--- src/rtl/lap_stopwatch.sv ---
// lap_stopwatch -- hundredths-resolution stopwatch with lap capture and recall.
//
// Purpose:
//   Counts MM:SS.hh at TICK_HZ from a CLK_HZ clock, saturating at 99:59.99.
//   Button commands (qualified by ASSERT, priority in_set > in_op1 > in_op2)
//   start/stop the count, capture laps or clear, and step through stored laps.
//
// Ports:
//   clk_2MHz            in   sole clock, rising edge
//   reset_n             in   asynchronous active-low reset
//   ASSERT              in   command qualifier; buttons ignored when low
//   in_set              in   start/stop toggle
//   in_op1              in   lap capture while running, clear while stopped
//   in_op2              in   lap recall step
//   outMM/outSS/outMS   out  displayed minutes/seconds/hundredths (7 bits each)
//   running             out  high while counting
//   lap_view            out  high while a stored lap is displayed
//   lap_count           out  number of stored laps (0..LAP_DEPTH)
//   lap_full            out  lap_count == LAP_DEPTH
//   overflow            out  set once the count saturates
//
// Configuration macro:
//   LAP_STOPWATCH_RECALL_EN  defined   -> lap slots stored and recallable via in_op2
//                            undefined -> in_op2 ignored, lap_view tied 0,
//                                         display always shows live time
module lap_stopwatch #(
  parameter int CLK_HZ    = 2000000,
  parameter int TICK_HZ   = 100,
  parameter int LAP_DEPTH = 4
) (
  input  logic       clk_2MHz,
  input  logic       reset_n,
  input  logic       ASSERT,
  input  logic       in_set,
  input  logic       in_op1,
  input  logic       in_op2,
  output logic [6:0] outMM,
  output logic [6:0] outSS,
  output logic [6:0] outMS,
  output logic       running,
  output logic       lap_view,
  output logic [3:0] lap_count,
  output logic       lap_full,
  output logic       overflow
);

  localparam int DIV    = CLK_HZ / TICK_HZ;
  localparam int PRE_W  = (DIV > 2) ? $clog2(DIV) : 1;
  localparam int SLOT_W = (LAP_DEPTH > 1) ? $clog2(LAP_DEPTH) : 1;

  // Elaboration-time configuration check (simulation/lint only effect).
  if ((CLK_HZ % TICK_HZ) != 0 || DIV < 2 || LAP_DEPTH < 1 || LAP_DEPTH > 8) begin : g_bad_cfg
    $error("lap_stopwatch: CLK_HZ must be a multiple of TICK_HZ with DIV >= 2, LAP_DEPTH in 1..8");
  end

  logic [PRE_W-1:0] pre_q, pre_d;
  logic [6:0]       mm_q, mm_d, ss_q, ss_d, ms_q, ms_d;
  logic             running_q, running_d;
  logic [3:0]       lap_cnt_q, lap_cnt_d;
  logic             ovf_q, ovf_d;

  logic tick, at_max, full;
  logic cmd_set, cmd_op1;
  logic capture, clear;

  assign tick    = running_q && (pre_q == PRE_W'(DIV - 1));
  assign at_max  = (mm_q == 7'd99) && (ss_q == 7'd59) && (ms_q == 7'd99);
  assign full    = (lap_cnt_q == 4'(LAP_DEPTH));

  // Priority decode: one command per cycle at most.
  assign cmd_set = ASSERT & in_set;
  assign cmd_op1 = ASSERT & ~in_set & in_op1;

  // A capture stores the pre-tick time; a capture when full is dropped.
  assign capture = cmd_op1 & running_q & ~full;
  assign clear   = cmd_op1 & ~running_q;

`ifdef LAP_STOPWATCH_RECALL_EN
  // Recall index: 0 = live, k = slot k-1.
  logic [3:0] idx_q, idx_d;
  logic       view_q, view_d;
  logic       cmd_op2;
  logic [3:0] sel;
  logic [6:0] slot_mm [LAP_DEPTH];
  logic [6:0] slot_ss [LAP_DEPTH];
  logic [6:0] slot_ms [LAP_DEPTH];

  assign cmd_op2 = ASSERT & ~in_set & ~in_op1 & in_op2;
  assign sel     = idx_q - 4'd1;
`else
  logic unused_op2;
  assign unused_op2 = in_op2;
`endif

  always_comb begin
    pre_d     = pre_q;
    mm_d      = mm_q;
    ss_d      = ss_q;
    ms_d      = ms_q;
    running_d = running_q;
    lap_cnt_d = lap_cnt_q;
    ovf_d     = ovf_q;
`ifdef LAP_STOPWATCH_RECALL_EN
    idx_d     = idx_q;
    view_d    = view_q;
`endif

    // Prescaler only advances while running so sub-tick time survives a stop.
    if (running_q) begin
      pre_d = tick ? '0 : pre_q + PRE_W'(1);
    end

    if (tick) begin
      if (at_max) begin
        ovf_d = 1'b1;
      end else if (ms_q == 7'd99) begin
        ms_d = 7'd0;
        if (ss_q == 7'd59) begin
          ss_d = 7'd0;
          mm_d = mm_q + 7'd1;
        end else begin
          ss_d = ss_q + 7'd1;
        end
      end else begin
        ms_d = ms_q + 7'd1;
      end
    end

    if (cmd_set) begin
      running_d = ~running_q;
    end

    if (capture) begin
      lap_cnt_d = lap_cnt_q + 4'd1;
    end

`ifdef LAP_STOPWATCH_RECALL_EN
    if (cmd_op2 && lap_cnt_q != 4'd0) begin
      if (idx_q == lap_cnt_q) begin
        idx_d  = 4'd0;
        view_d = 1'b0;
      end else begin
        idx_d  = idx_q + 4'd1;
        view_d = 1'b1;
      end
    end
`endif

    // Clear only happens while stopped, so no tick competes with it.
    if (clear) begin
      pre_d     = '0;
      mm_d      = 7'd0;
      ss_d      = 7'd0;
      ms_d      = 7'd0;
      lap_cnt_d = 4'd0;
      ovf_d     = 1'b0;
`ifdef LAP_STOPWATCH_RECALL_EN
      idx_d     = 4'd0;
      view_d    = 1'b0;
`endif
    end
  end

  always_ff @(posedge clk_2MHz or negedge reset_n) begin
    if (!reset_n) begin
      pre_q     <= '0;
      mm_q      <= 7'd0;
      ss_q      <= 7'd0;
      ms_q      <= 7'd0;
      running_q <= 1'b0;
      lap_cnt_q <= 4'd0;
      ovf_q     <= 1'b0;
    end else begin
      pre_q     <= pre_d;
      mm_q      <= mm_d;
      ss_q      <= ss_d;
      ms_q      <= ms_d;
      running_q <= running_d;
      lap_cnt_q <= lap_cnt_d;
      ovf_q     <= ovf_d;
    end
  end

`ifdef LAP_STOPWATCH_RECALL_EN
  always_ff @(posedge clk_2MHz or negedge reset_n) begin
    if (!reset_n) begin
      idx_q  <= 4'd0;
      view_q <= 1'b0;
    end else begin
      idx_q  <= idx_d;
      view_q <= view_d;
    end
  end

  // Slot storage has no reset: a slot is always written before it can be shown.
  always_ff @(posedge clk_2MHz) begin
    if (capture) begin
      slot_mm[lap_cnt_q[SLOT_W-1:0]] <= mm_q;
      slot_ss[lap_cnt_q[SLOT_W-1:0]] <= ss_q;
      slot_ms[lap_cnt_q[SLOT_W-1:0]] <= ms_q;
    end
  end

  assign lap_view = view_q;
  assign outMM    = view_q ? slot_mm[sel[SLOT_W-1:0]] : mm_q;
  assign outSS    = view_q ? slot_ss[sel[SLOT_W-1:0]] : ss_q;
  assign outMS    = view_q ? slot_ms[sel[SLOT_W-1:0]] : ms_q;
`else
  assign lap_view = 1'b0;
  assign outMM    = mm_q;
  assign outSS    = ss_q;
  assign outMS    = ms_q;
`endif

  assign running   = running_q;
  assign lap_count = lap_cnt_q;
  assign lap_full  = full;
  assign overflow  = ovf_q;

endmodule

--- config.mk ---
export PLATFORM = sky130hd
export DESIGN_NAME = lap_stopwatch
export DESIGN_NICKNAME = d
export VERILOG_FILES = /design/src/rtl/lap_stopwatch.sv
export SDC_FILE = /design/constraint.sdc
export NUM_CORES = 1
export LEC_CHECK = 0
export CAP_MARGIN = 20
export CORE_MARGIN = 2
export CORE_UTILIZATION = 48
export CTS_CLUSTER_DIAMETER = 40
export DETAILED_ROUTE_END_ITERATION = 10
export PLACE_DENSITY_LB_ADDON = 0.05
export SYNTH_ARGS = -nofsm -noshare
export SYNTH_HDL_FRONTEND = slang
export SYNTH_SLANG_ARGS = --single-unit
--- constraint.sdc ---
create_clock -name clk_2MHz -period 2.5 [get_ports clk_2MHz]
set_clock_uncertainty 0.1 [all_clocks]
set_input_delay 0.375 -clock clk_2MHz [delete_from_list [all_inputs] [get_ports clk_2MHz]]
set_output_delay 0.375 -clock clk_2MHz [all_outputs]
set_load 0.05 [all_outputs]
Word-level counts from Yosys, hierarchy flattened
Index checks and enable logic that the tools add are counted.

word-level totals
  bits in latches = 0
  output and inout bits = 29
  memories kept = 0
  memory bits (writable) = 0
  bits in registers = 42
  bits in read-only memories = 0
  word-level logic and storage cells = 62
  input port bits = 6

operators by class
  muxes and demuxes = 22
  order comparisons = 0
  reductions and logical operators = 13
  add/sub/neg operators = 5
  div/mod/pow operators = 0
  shifts and indexed selects = 0
  equal/unequal tests = 6
  bitwise logic cells = 9
  $mul = 0

operators with widths
  operator                 count
  $mux W7                  14
  $mux W15                 3
  $add A7 B1 Y7 const B    3
  $add A15 B1 Y15 const B  1
  $eq A15 B15 Y1 const B   1
  $eq A7 B7 Y1 const B     2
  $reduce_bool A2 Y1       6
  $mux W4                  2
  $eq A7 B6 Y1 const B     1
  $and A1 B1 Y1            6
  $add A4 B1 Y4 const B    1
  $eq A4 B3 Y1 const B     1
  $reduce_and A2 Y1        2
  $reduce_and A4 Y1        1
  $logic_and A1 B1 Y1      3
  $mux W1                  3
  $not A1 Y1               3
  $reduce_and A3 Y1        1
  $ne A2 B1 Y1 const B     1

Longest topological paths before layout
Gate-level depths: netlist (run 1).

  depth after elaboration = 7
  gate-level depth with buffers = 7
  depth with buffers taken out = 7

Worst setup path after synthesis (run 1)
Ideal clock, no wire load.

  path kind = register -> register
  start point = reg running_q (netlist: running)
  end point = reg ms_q[5] (netlist: outMS[5])
  required time = 2331 ps
  period minus slack after synthesis = 2587 ps
  library setup time = 69 ps
  setup slack = -87 ps
  cell stages (with the launch flop) = 7
  data arrival time = 2418 ps
  buffers on the path = 1
  cell sequence = dfrtp_1 -> clkbuf_1 -> nand4b_1 -> nor4_4 -> o22ai_2 -> or4_1 -> nand3_1

between the ends
  longest elaborated chain between the ends = 4
  elaborated cells on any way between the ends = 7
  those cells by class = 1 x eq/ne; 1 x mux; 2 x bitwise; 3 x reduce/logical

ends and longest elaborated chain
  what                                                                 line  source
  start, declared                                                      58    logic running_q, running_d;
  start signal, assigned                                               178   running_q <= running_d;
  $not A1 Y1                                                           76    assign clear = cmd_op1 & ~running_q;
  $and A1 B1 Y1                                                        76
  $ne A2 B1 Y1 (no source line) or $reduce_bool A2 Y1 (tied branches)  n/a
  $reduce_and A2 Y1 (no source line)                                   n/a
  end signal, assigned                                                 177   ms_q <= ms_d;
  end, declared                                                        57    logic [6:0] mm_q, mm_d, ss_q, ss_d, ms_q, ms_d;

Parallel ways exist; a longest one is shown, timed or not.
A chain may end at the register's enable or synchronous reset.

Worst setup path after layout (run 1)
  start point = reg lap_cnt_q[0] (netlist: lap_count[0])
  end point = out lap_full

between the ends
  longest elaborated chain between the ends = 1

ends and longest elaborated chain
  what                    line  source
  start, declared         59    logic [3:0] lap_cnt_q, lap_cnt_d;
  start signal, assigned  179   lap_cnt_q <= lap_cnt_d;
  $eq A4 B3 Y1            68    assign full = (lap_cnt_q == 4'(LAP_DEPTH));
  end, declared           43    output logic lap_full,

Every way passes these cells.

==> results of run 1 <==
[report_power, final]
part           total (uW)  leakage (uW)  internal, uW  switching [uW]
Combinational         831      0.000637           304             527
Sequential            965      0.000564           800             165
Clock                 462     0.0000472           222             240
Total                2260       0.00125          1330             932
[repair_timing]
action,4_1_cts,5_1_grt
setup endpoints to repair,0,2
hold endpoints to repair,23,0
gates resized for setup,0,3
hold buffers,1,0
[cell usage in the layout (no fill, tap or decap), types with 7 or more instances in the layout]
cell,netlist,routed
a21oi_1,8,7
buf_4,1,12
clkdlybuf4s50_1,0,31
dfrtp_1,42,41
nand2_1,26,26
nand3_1,21,21
nand4_1,11,11
nor2_1,28,28
o21ai_0,18,18
xor2_1,13,13
[critical path, cell delays in order (launching register included)]
cell	delay, ns
dfrtp_1	0.44
inv_1	0.08
ha_1	0.13
and3b_1	0.17
clkdlybuf4s50_1	0.80
[cell type report]
cell class / instances / area, um^2
fillers: 429 / 1800
multi-input cells: 191 / 1200
flip-flops and latches: 42 / 1050
repair buffers: 46 / 427
clock buffers: 6 / 82.6
well taps: 54 / 67.6
inverters: 5 / 18.8
clock inverters: 2 / 12.5
[cell families (layout without fill, tap and decap cells)]
kind of cell,after synthesis,after routing
adders and majority gates,6,6
muxes,1,1
DFF,42,42
AOI/OAI and AO/OA,40,40
buffers and inverters,11,59
and+or+nand+nor,124,124
xor gates and xnor gates,19,19
other,1,1
[routing by layer]
layer | GRT usage (%) | part of all wire (%)
met1 | 29.1 | 49
met2 | 33.3 | 46
met3 | 3.45 | 3.4
met4 | 8.02 | 1.5
met5 | 0 | 0
[state kept, by name (all words and copies together) (netlist names)]
signal,count
lap_count,4
outMM,7
outMS,7
outSS,7
overflow,1
pre_q,15
running,1
[how the worst max path moves through the flow]
| stage | startpoint | to | cells past startpoint |
|---|---|---|---|
| finish | lap_count[0] | lap_full | 4 |
| global route | lap_count[0] | lap_full | 4 |
| CTS | lap_count[0] | lap_full | 4 |
| detailed placement | pre_q[12] | outSS[6] | 5 |
| global placement | pre_q[12] | outSS[6] | 5 |
| floorplan | outSS[0] | outMM[5] | 6 |
[metrics by stage]
stage / utilization, % / power (uW) / cell area [um^2]
after floorplan: - / 1500 / 2280
after global placement: 58.9 / 1800 / 2750
after detailed placement: 58.9 / 1810 / 2750
after CTS: 61.2 / 2280 / 2850
after global routing: 61.4 / 2410 / 2860
final: 61.4 / 2260 / 2860
==> flow_metrics.env, run 1 <==
export IMPL_min_from="overflow"
export IMPL_finalSetupViolCount=0
export IMPL_max_freq_mhz=418
export IMPL_area_growth_pct=25.9
export IMPL_antenna_found_initial=0
export IMPL_wl_per_cell_um=14.5
export IMPL_cp_start_kind="flop"
export IMPL_track_usage_pct=21.1
export IMPL_power_leakage_uw=0.00125
export IMPL_grt_pass1_vias=1874
export IMPL_grt_max_degree=25
export IMPL_first_pass_iters=4
export IMPL_path_class="reg -> out"
export IMPL_hold_depth=2
export IMPL_overflow=0
export IMPL_ys_warnings_count=0
export IMPL_synthAdderAreaFrac_pct=3.30
export IMPL_cts_tree="yes"
export IMPL_ios=35
export IMPL_ys_async_sr_fraction_pct=100
export IMPL_syn_num_nets=256
export IMPL_final_hold_violation_count=0
export IMPL_peakVddDrop_uv=446
export IMPL_synth_largest_area_cell="dfrtp_1"
export IMPL_synth_most_common_cell="dfrtp_1"
export IMPL_synthMuxAreaShare_pct=0.440
export IMPL_drt_first_iter_violations=84
export IMPL_status="finished, final reports clean"
export IMPL_synth_edf_count=0
export IMPL_syn_area_per_cell_um2=9.32
export IMPL_ys_flop_type="dfrtp_1"
export IMPL_worstMarginPinSlew_ns=0.551
export IMPL_reg2reg_from="pre_q[12]"
export IMPL_maxSlewViolCount=0
export IMPL_cp_required_ns=2.03
export IMPL_gp_congestion=0.845
export IMPL_r2r_end="outMS[3]"
export IMPL_numClockSinks=42
export IMPL_ys_seq_area_share_pct=46.2
export IMPL_num_antenna_cells=0
export IMPL_hpwl_um=3630
export IMPL_min_path_type="reg -> reg"
export IMPL_synthCells=244
export IMPL_post_place_ws_ns=0.124
export IMPL_synth_cell_types=43
export IMPL_synth_xor_area_share_pct=7.32
export IMPL_rsz0062_at_grt="no"
export IMPL_route_vias_total=1956
export IMPL_wl_um=5020
export IMPL_synth_seq_cells=42
export IMPL_min_period_ns=2.39
export IMPL_p_per_area_nw_per_um2=789
export IMPL_arrival_ns=1.92
export IMPL_worst_slack_ns=0.109
export IMPL_synth_compound_area_share_pct=10.9
export IMPL_fp_coreArea_um2=4660
export IMPL_synth_top_area_share_pct=46.2
export IMPL_cts_buffers=5
export IMPL_grt_pass1_wl_um=8670
export IMPL_cts_path_max_buffers=2
export IMPL_synth_simple_area_share_pct=29.7
export IMPL_nets=303
export IMPL_synth_commonest_cells="42 x dfrtp_1, 28 x nor2_1, 26 x nand2_1, 21 x nand3_1, 18 x o21ai_0"
export IMPL_clk_latency_ns=0.30
export IMPL_crit_path_max_fanout=6
export IMPL_timing_final_crit_share_pct=95.7
export IMPL_post_cts_buffers=0
export IMPL_min_to="overflow"
export IMPL_drc=0
export IMPL_rrSetupSlack_ns=0.11
export IMPL_vias_per_cell=5.65
export IMPL_setup_tns_final_ns=0
export IMPL_reg2reg_depth=5
export IMPL_syn_area_um2=2270
export IMPL_die_area_um2=5310
export IMPL_dp_cells=337
export IMPL_die_h_um=72.8
export IMPL_postRouteAntennaNets=0
export IMPL_root_buffer="clkbuf_8"
export IMPL_port_buffer_count=32
export IMPL_die_x_um=72.8
export IMPL_rows=25
export IMPL_hold_worst_slack_ns=0.419
export IMPL_cts_clk_slew_worst_paths_ns=0.08
export IMPL_synth_area_leaders="dfrtp_1 46%, xor2_1 5.0%, nand3_1 4.6%, nor2_1 4.6%, nand2_1 4.3%"
export IMPL_final_cells=346
export IMPL_end_kind="primary output"
export IMPL_htree_levels=2
export IMPL_start_util_pct=48.8
export IMPL_maxCapViolations=0
export IMPL_synth_top_family_by_area="simple AND/OR/NAND/NOR gates"
export IMPL_slew_headroom_pct=62.9
export IMPL_drive_above_1_share_pct=11.0
Note: power is estimated with default switching activity, not from simulation.
==> inputs of run 2 (changes only) <==
--- a/config.mk
+++ b/config.mk
@@ -5,7 +5,6 @@
 export SDC_FILE = /design/constraint.sdc
 export NUM_CORES = 1
 export LEC_CHECK = 0
-export CAP_MARGIN = 20
 export CORE_MARGIN = 2
 export CORE_UTILIZATION = 48
 export CTS_CLUSTER_DIAMETER = 40
==> results of run 2 <==
The final DEF is identical to that of run 1; final timing and power are the same.
==> inputs of run 3 (changes only) <==
--- a/config.mk
+++ b/config.mk
@@ -10,6 +10,7 @@
 export CTS_CLUSTER_DIAMETER = 40
 export DETAILED_ROUTE_END_ITERATION = 10
 export PLACE_DENSITY_LB_ADDON = 0.05
+export SLEW_MARGIN = 20
 export SYNTH_ARGS = -nofsm -noshare
 export SYNTH_HDL_FRONTEND = slang
 export SYNTH_SLANG_ARGS = --single-unit
==> results of run 3 <==
The final DEF is identical to that of run 1; final timing and power are the same.
